<file path="src/rtl/divisor_seq_nb.sv">
// Sequential radix-2 restoring divider: one quotient bit per clock, optional two's-complement mode,
// remainder output, divide-by-zero / overflow flags and an init/busy/done handshake.
module divisor_seq_nb #(
  parameter int WIDTH  = 3,
  parameter bit SIGNED = 1'b0
) (
  input  logic             clk,
  input  logic             reset,
  input  logic             init,
  input  logic [WIDTH-1:0] Divend,
  input  logic [WIDTH-1:0] Divder,
  output logic [WIDTH-1:0] ResultD,
  output logic [WIDTH-1:0] Resid,
  output logic             busy,
  output logic             done,
  output logic             div_zero,
  output logic             ovf
);

  localparam int               CW      = $clog2(WIDTH + 1);
  localparam logic [WIDTH-1:0] MIN_VAL = {1'b1, {(WIDTH-1){1'b0}}};

  typedef enum logic [1:0] {
    IDLE = 2'd0,
    RUN  = 2'd1,
    DONE = 2'd2
  } state_t;

  state_t state, state_next;

  logic [WIDTH:0]   acum;
  logic [WIDTH-1:0] quo;
  logic [WIDTH-1:0] dvsr;
  logic [WIDTH-1:0] dvnd_raw;
  logic [CW-1:0]    counter;
  logic             sign_q;
  logic             sign_r;
  logic             pend_zero;
  logic             pend_ovf;

  function automatic logic [WIDTH-1:0] neg(input logic [WIDTH-1:0] x);
    return ~x + WIDTH'(1);
  endfunction

  // Operand conditioning at the accept edge: magnitudes plus the special cases that bypass iteration.
  logic             dend_neg;
  logic             dder_neg;
  logic [WIDTH-1:0] dend_mag;
  logic [WIDTH-1:0] dder_mag;
  logic             is_zero;
  logic             is_ovf;

  assign dend_neg = SIGNED && Divend[WIDTH-1];
  assign dder_neg = SIGNED && Divder[WIDTH-1];
  assign dend_mag = dend_neg ? neg(Divend) : Divend;
  assign dder_mag = dder_neg ? neg(Divder) : Divder;
  assign is_zero  = (Divder == '0);
  assign is_ovf   = SIGNED && (Divend == MIN_VAL) && (Divder == '1);

  // One restoring step: shift the dividend MSB into the partial remainder, subtract if it fits.
  logic [WIDTH+1:0] acum_sh;
  logic             fits;
  logic [WIDTH:0]   acum_next;
  logic [WIDTH-1:0] quo_next;
  logic [WIDTH-1:0] q_final;
  logic [WIDTH-1:0] r_final;
  logic             last_step;

  assign acum_sh   = {acum, quo[WIDTH-1]};
  assign fits      = (acum_sh >= (WIDTH+2)'(dvsr));
  assign acum_next = (WIDTH+1)'(fits ? acum_sh - (WIDTH+2)'(dvsr) : acum_sh);
  assign quo_next  = {quo[WIDTH-2:0], fits};
  assign last_step = (counter == CW'(1));
  assign q_final   = sign_q ? neg(quo_next) : quo_next;
  assign r_final   = sign_r ? neg(WIDTH'(acum_next)) : WIDTH'(acum_next);

  // NOTE: every register below uses non-blocking assignment so all flops sample pre-edge values together.
  always_ff @(posedge clk) begin
    if (reset) state <= IDLE;
    else       state <= state_next;
  end

  // NOTE: state_next gets its default before the case, so no path leaves it unassigned and no latch is inferred.
  always_comb begin
    state_next = state;
    case (state)
      IDLE:    if (init) state_next = RUN;
      RUN:     if (pend_zero || pend_ovf || last_step) state_next = DONE;
      DONE:    state_next = IDLE;
      default: state_next = IDLE;
    endcase
  end

  always_ff @(posedge clk) begin
    if (reset) begin
      acum      <= '0;
      quo       <= '0;
      dvsr      <= '0;
      dvnd_raw  <= '0;
      counter   <= '0;
      sign_q    <= 1'b0;
      sign_r    <= 1'b0;
      pend_zero <= 1'b0;
      pend_ovf  <= 1'b0;
      ResultD   <= '0;
      Resid     <= '0;
      busy      <= 1'b0;
      done      <= 1'b0;
      div_zero  <= 1'b0;
      ovf       <= 1'b0;
    end else begin
      case (state)
        IDLE: begin
          done <= 1'b0;
          if (init) begin
            busy      <= 1'b1;
            quo       <= dend_mag;
            dvsr      <= dder_mag;
            dvnd_raw  <= Divend;
            acum      <= '0;
            counter   <= CW'(WIDTH);
            sign_q    <= dend_neg ^ dder_neg;
            sign_r    <= dend_neg;
            pend_zero <= is_zero;
            pend_ovf  <= is_ovf;
          end
        end
        RUN: begin
          if (pend_zero) begin
            ResultD  <= '1;
            Resid    <= dvnd_raw;
            div_zero <= 1'b1;
            ovf      <= 1'b0;
            done     <= 1'b1;
          end else if (pend_ovf) begin
            ResultD  <= MIN_VAL;
            Resid    <= '0;
            div_zero <= 1'b0;
            ovf      <= 1'b1;
            done     <= 1'b1;
          end else begin
            acum    <= acum_next;
            quo     <= quo_next;
            counter <= counter - CW'(1);
            // Visible results change only here, so they stay stable for the whole RUN phase.
            if (last_step) begin
              ResultD  <= q_final;
              Resid    <= r_final;
              div_zero <= 1'b0;
              ovf      <= 1'b0;
              done     <= 1'b1;
            end
          end
        end
        DONE: begin
          done <= 1'b0;
          busy <= 1'b0;
        end
        default: begin
          done <= 1'b0;
          busy <= 1'b0;
        end
      endcase
    end
  end

endmodule

</file>
<file path="config.mk">
export PLATFORM = sky130hd
export DESIGN_NAME = divisor_seq_nb
export DESIGN_NICKNAME = d
export VERILOG_FILES = /design/src/rtl/divisor_seq_nb.sv
export SDC_FILE = /design/constraint.sdc
export NUM_CORES = 1
export LEC_CHECK = 0
export ABC_AREA = 1
export ABC_CLOCK_PERIOD_IN_PS = 1500
export CAP_MARGIN = 20
export CORE_MARGIN = 2
export CORE_UTILIZATION = 47
export CTS_CLUSTER_SIZE = 12
export DETAILED_ROUTE_END_ITERATION = 10
export GPL_TIMING_DRIVEN = 0
export PLACE_DENSITY = 0.73
export SLEW_MARGIN = 15
export SYNTH_ARGS = -nofsm -noshare
export SYNTH_HDL_FRONTEND = slang
export SYNTH_SLANG_ARGS = --single-unit
export TNS_END_PERCENT = 50
</file>
<file path="constraint.sdc">
create_clock -name clk -period 1.5 [get_ports clk]
set_input_delay 0.3 -clock clk [delete_from_list [all_inputs] [get_ports clk]]
set_output_delay 0.3 -clock clk [all_outputs]
set_load 0.02 [all_outputs]
</file>
==> run_results.csv <==
group,metric,value,unit
final_layout,antenna_cells_inserted,0,
die,dieWidth,56.6,um
clock_network,clock_sink_count,27,
drt,detail_route.iter0.violations,16,
logic_synthesis,synth-seq-cells,27,
final_layout,final_cell_count_no_fill,213,
final_layout,layout.cell_area.non_filler,1590,um^2
power_and_ir_drop,power,1950,uW
hold_path,hold_path_depth,1,
placement,place_hpwl,2.07,mm
global_route,grt_usage,18.1,%
placement,post-place-cells,207,
drt,route.final.wire_length,2.77,mm
clock_network,holdBufCountCts,0,
setup_path,timing.critical_path.slowest_stage_cell,"sky130_fd_sc_hd__fa_2",
die,fp.dieH,56.6,um
global_route,grt_pass1_wl,4.63,mm
logic_synthesis,ys_seq_area_share,41.6,%
logic_synthesis,synth_edf_count,0,
timing,fin_worst_hold_slack,0.454,ns
timing,period_needed,1.46,ns
die,initial_utilization,48.3,%
placement,placed_area,1510,um^2
timing,hold_violations,0,
final_layout,layout-area-overhead-vs-synth,22.3,%
logic_synthesis,synthesis.instances,159,
timing,final-setup-viol-count,0,
clock_network,worst_skew_pair.late_latency,0.32,ns
final_layout,share_of_post_route_cells_with_drive_strength_above_1,22.5,%
clock_network,cts.root.buffer_cell,"sky130_fd_sc_hd__clkbuf_4",
clock_network,cts.htree.levels,1,
placement,gp_congestion,0.839,
hold_path,worst_hold_startpoint,"state[1]",
setup_path,cp-start-kind,"flip-flop",
global_route,first_global_vias,1096,
global_route,grt_antenna_before_repair,0,
setup_path,r2r_slack,0.04,ns
timing,report.final.slew_viol_count,0,
setup_path,timing.reg2reg.worst_path_depth,8,
logic_synthesis,ys.flop_type,"sky130_fd_sc_hd__dfxtp_1",
setup_path,rr_startpoint,"quo[2]",
setup_path,cp_num_buf_inv,3,
power_and_ir_drop,leakage,0.000691,uW
setup_path,critical_path.cell_chain,"inv_2 -> ha_4 -> inv_2 -> fa_2 -> inv_2 -> nand2_2 -> nand3_1 -> a21oi_1",
logic_synthesis,netlist_area,1300,um^2
timing,tightest_slew,0.502,ns
drt,routedWlPerCell,13.0,um
timing,finalCritPeriodShare,97.3,%
timing,finClkSkew,0.00318,ns
power_and_ir_drop,worst_ir_drop_vdd,901,uV
logic_synthesis,ys_warn_count,0,
placement,number_of_port_buffers,17,
setup_path,timing.critical_path.max_delay_family,"adder cells",
run,maxCapViolations,0,
setup_path,required,1.76,ns
die,design.die.area,3200,um^2
hold_path,worst_hold_path.endpoint,"busy",
die,ports,19,
setup_path,cp_max_fo,2,
clock_network,clk_pin_slew,0.14,ns
timing,rsz_0062_raised_after_global_routing,"yes",
setup_path,worst_setup_path_end_kind,"flip-flop",
drt,average_via_count_per_standard_cell,5.19,
setup_path,slowest_delay,0.52,ns
logic_synthesis,synthesis.area_per_instance,8.17,um^2
die,row_count,19,
setup_path,cp_common_cell,"sky130_fd_sc_hd__inv_2",
setup_path,arrival,1.72,ns
logic_synthesis,ys_async_sr_fraction,0,%
clock_network,cts_buffers,3,
drt,drt-pass1-iter-count,4,
setup_path,critPathKind,"flip-flop to flip-flop",
timing,max_clock_freq,685,MHz
final_layout,num-nets-final,197,
drt,vias,1106,
global_route,grt_overflow,0,
power_and_ir_drop,power_density,1230,nW/um^2
die,core_box_area,2690,um^2
drt,postRouteAntennaNets,0,
hold_path,hp-class,"flip-flop to flip-flop",
logic_synthesis,mappedNetlistNets,173,
logic_synthesis,yosys.cell_types.count,29,
global_route,grt_max_degree,15,
drt,drt_drc_violations_left,0,
timing,relSlewSlack,66.6,%
setup_path,worst_r2r_endpoint,"acum[1]",
clock_network,cts_tree,"done",
clock_network,cts-root-to-sink-buffers,2,
outcome,run_status,"finished clean",
sequential cells by signal, summed over array words and instances, names as in the netlist, 2 cells and up:
signal    cells
dvsr          3
counter       2
quo           3
state         2
Resid         3
acum          4
dvnd_raw      3
ResultD       3
cells by family (layout without fill, tap and decap cells):
group,after synthesis,count (layout),synth area share [%]
simple gates,60,60,26.4
compound gates,40,40,17.7
flops,27,27,41.6
buf+inv,25,48,7.90
fa+ha+maj,5,5,5.40
other cells,1,1,0.289
xor+xnor,1,1,0.674
report_power, final:
| part | switching [uW] | internal, uW |
|---|---|---|
| registers | 56.6 | 803 |
| logic | 471 | 300 |
| clock network | 214 | 104 |
cell usage after synthesis (all sizes together) (2+ instances only):
| cell | n | area (um^2) |
|---|---|---|
| a21boi | 2 | 15.0 |
| a21oi | 16 | 87.6 |
| a31oi | 3 | 18.8 |
| buf | 3 | 20.0 |
| clkbuf | 2 | 7.51 |
| dfxtp | 27 | 541 |
| ha | 4 | 50.1 |
| inv | 20 | 75.1 |
| nand2 | 27 | 126 |
| nand3 | 10 | 50.1 |
| nor2 | 18 | 139 |
| nor3 | 4 | 20.0 |
| o21a | 3 | 22.5 |
| o21ai | 13 | 65.1 |
timing repair:
item | 4_1_cts | 5_1_grt
hold endpoints to repair | 0 | 0
endpoints found under the setup margin | 15 | 8
buffers inserted | 0 | 2
pin swaps | 1 | 5
gates resized for setup | 14 | 10
cells in the final DEF (no fill, tap or decap), types with 8 or more instances in the layout:
cell                              Yosys  routed
sky130_fd_sc_hd__a21oi_1             14      14
sky130_fd_sc_hd__clkdlybuf4s50_1      0       8
sky130_fd_sc_hd__dfxtp_1             27      23
sky130_fd_sc_hd__dlygate4sd2_1        0       9
sky130_fd_sc_hd__inv_1               15      10
sky130_fd_sc_hd__inv_2                5      10
sky130_fd_sc_hd__nand2_1             21      21
sky130_fd_sc_hd__nand3_1             10       9
sky130_fd_sc_hd__nor2_1              12      12
sky130_fd_sc_hd__o21ai_0             11      11
how the worst max path moves through the flow:
stage | start | to | slack, ns | cells after the start
5_1_grt | quo[2] | Resid[1] | -0.04 | 8
3_5_place_dp | reset | ResultD[1] | -0.17 | 5
2_1_floorplan | quo[2] | acum[2] | 0.03 | 9
3_3_place_gp | reset | ResultD[1] | -0.15 | 5
4_1_cts | quo[2] | Resid[2] | 0.009 | 9
6_report | quo[2] | acum[1] | 0.04 | 8
stage by stage:
stage | setup TNS (ns) | utilization [%] | setup WS (ns)
6_report | 0 | 59.1 | 0.0404
5_1_grt | -0.118 | 59.1 | -0.0448
4_1_cts | 0 | 57.7 | 0.00924
3_5_place_dp | -1.46 | 56.1 | -0.166
3_3_place_gp | -1.05 | 56.1 | -0.153
2_1_floorplan | 0 | - | 0.0298
cell type report:
class                      instances  area [um^2]
tap                               31         38.8
clock buffer                       4         26.3
sequential                        27          546
buffer                             5         27.5
timing repair buffer              19          174
multi-input combinational        107          701
inverter                          20         75.1
fill                             257         1100
layer usage:
layer	routed length, um	track usage, %	up-vias
met2	1420	33.4	14
met3	68	2.53	4
met1	1240	21.1	521
met5	0	0	-
met4	42	6.12	0
li1	-	-	567
Note: power is estimated with default switching activity, not from simulation.
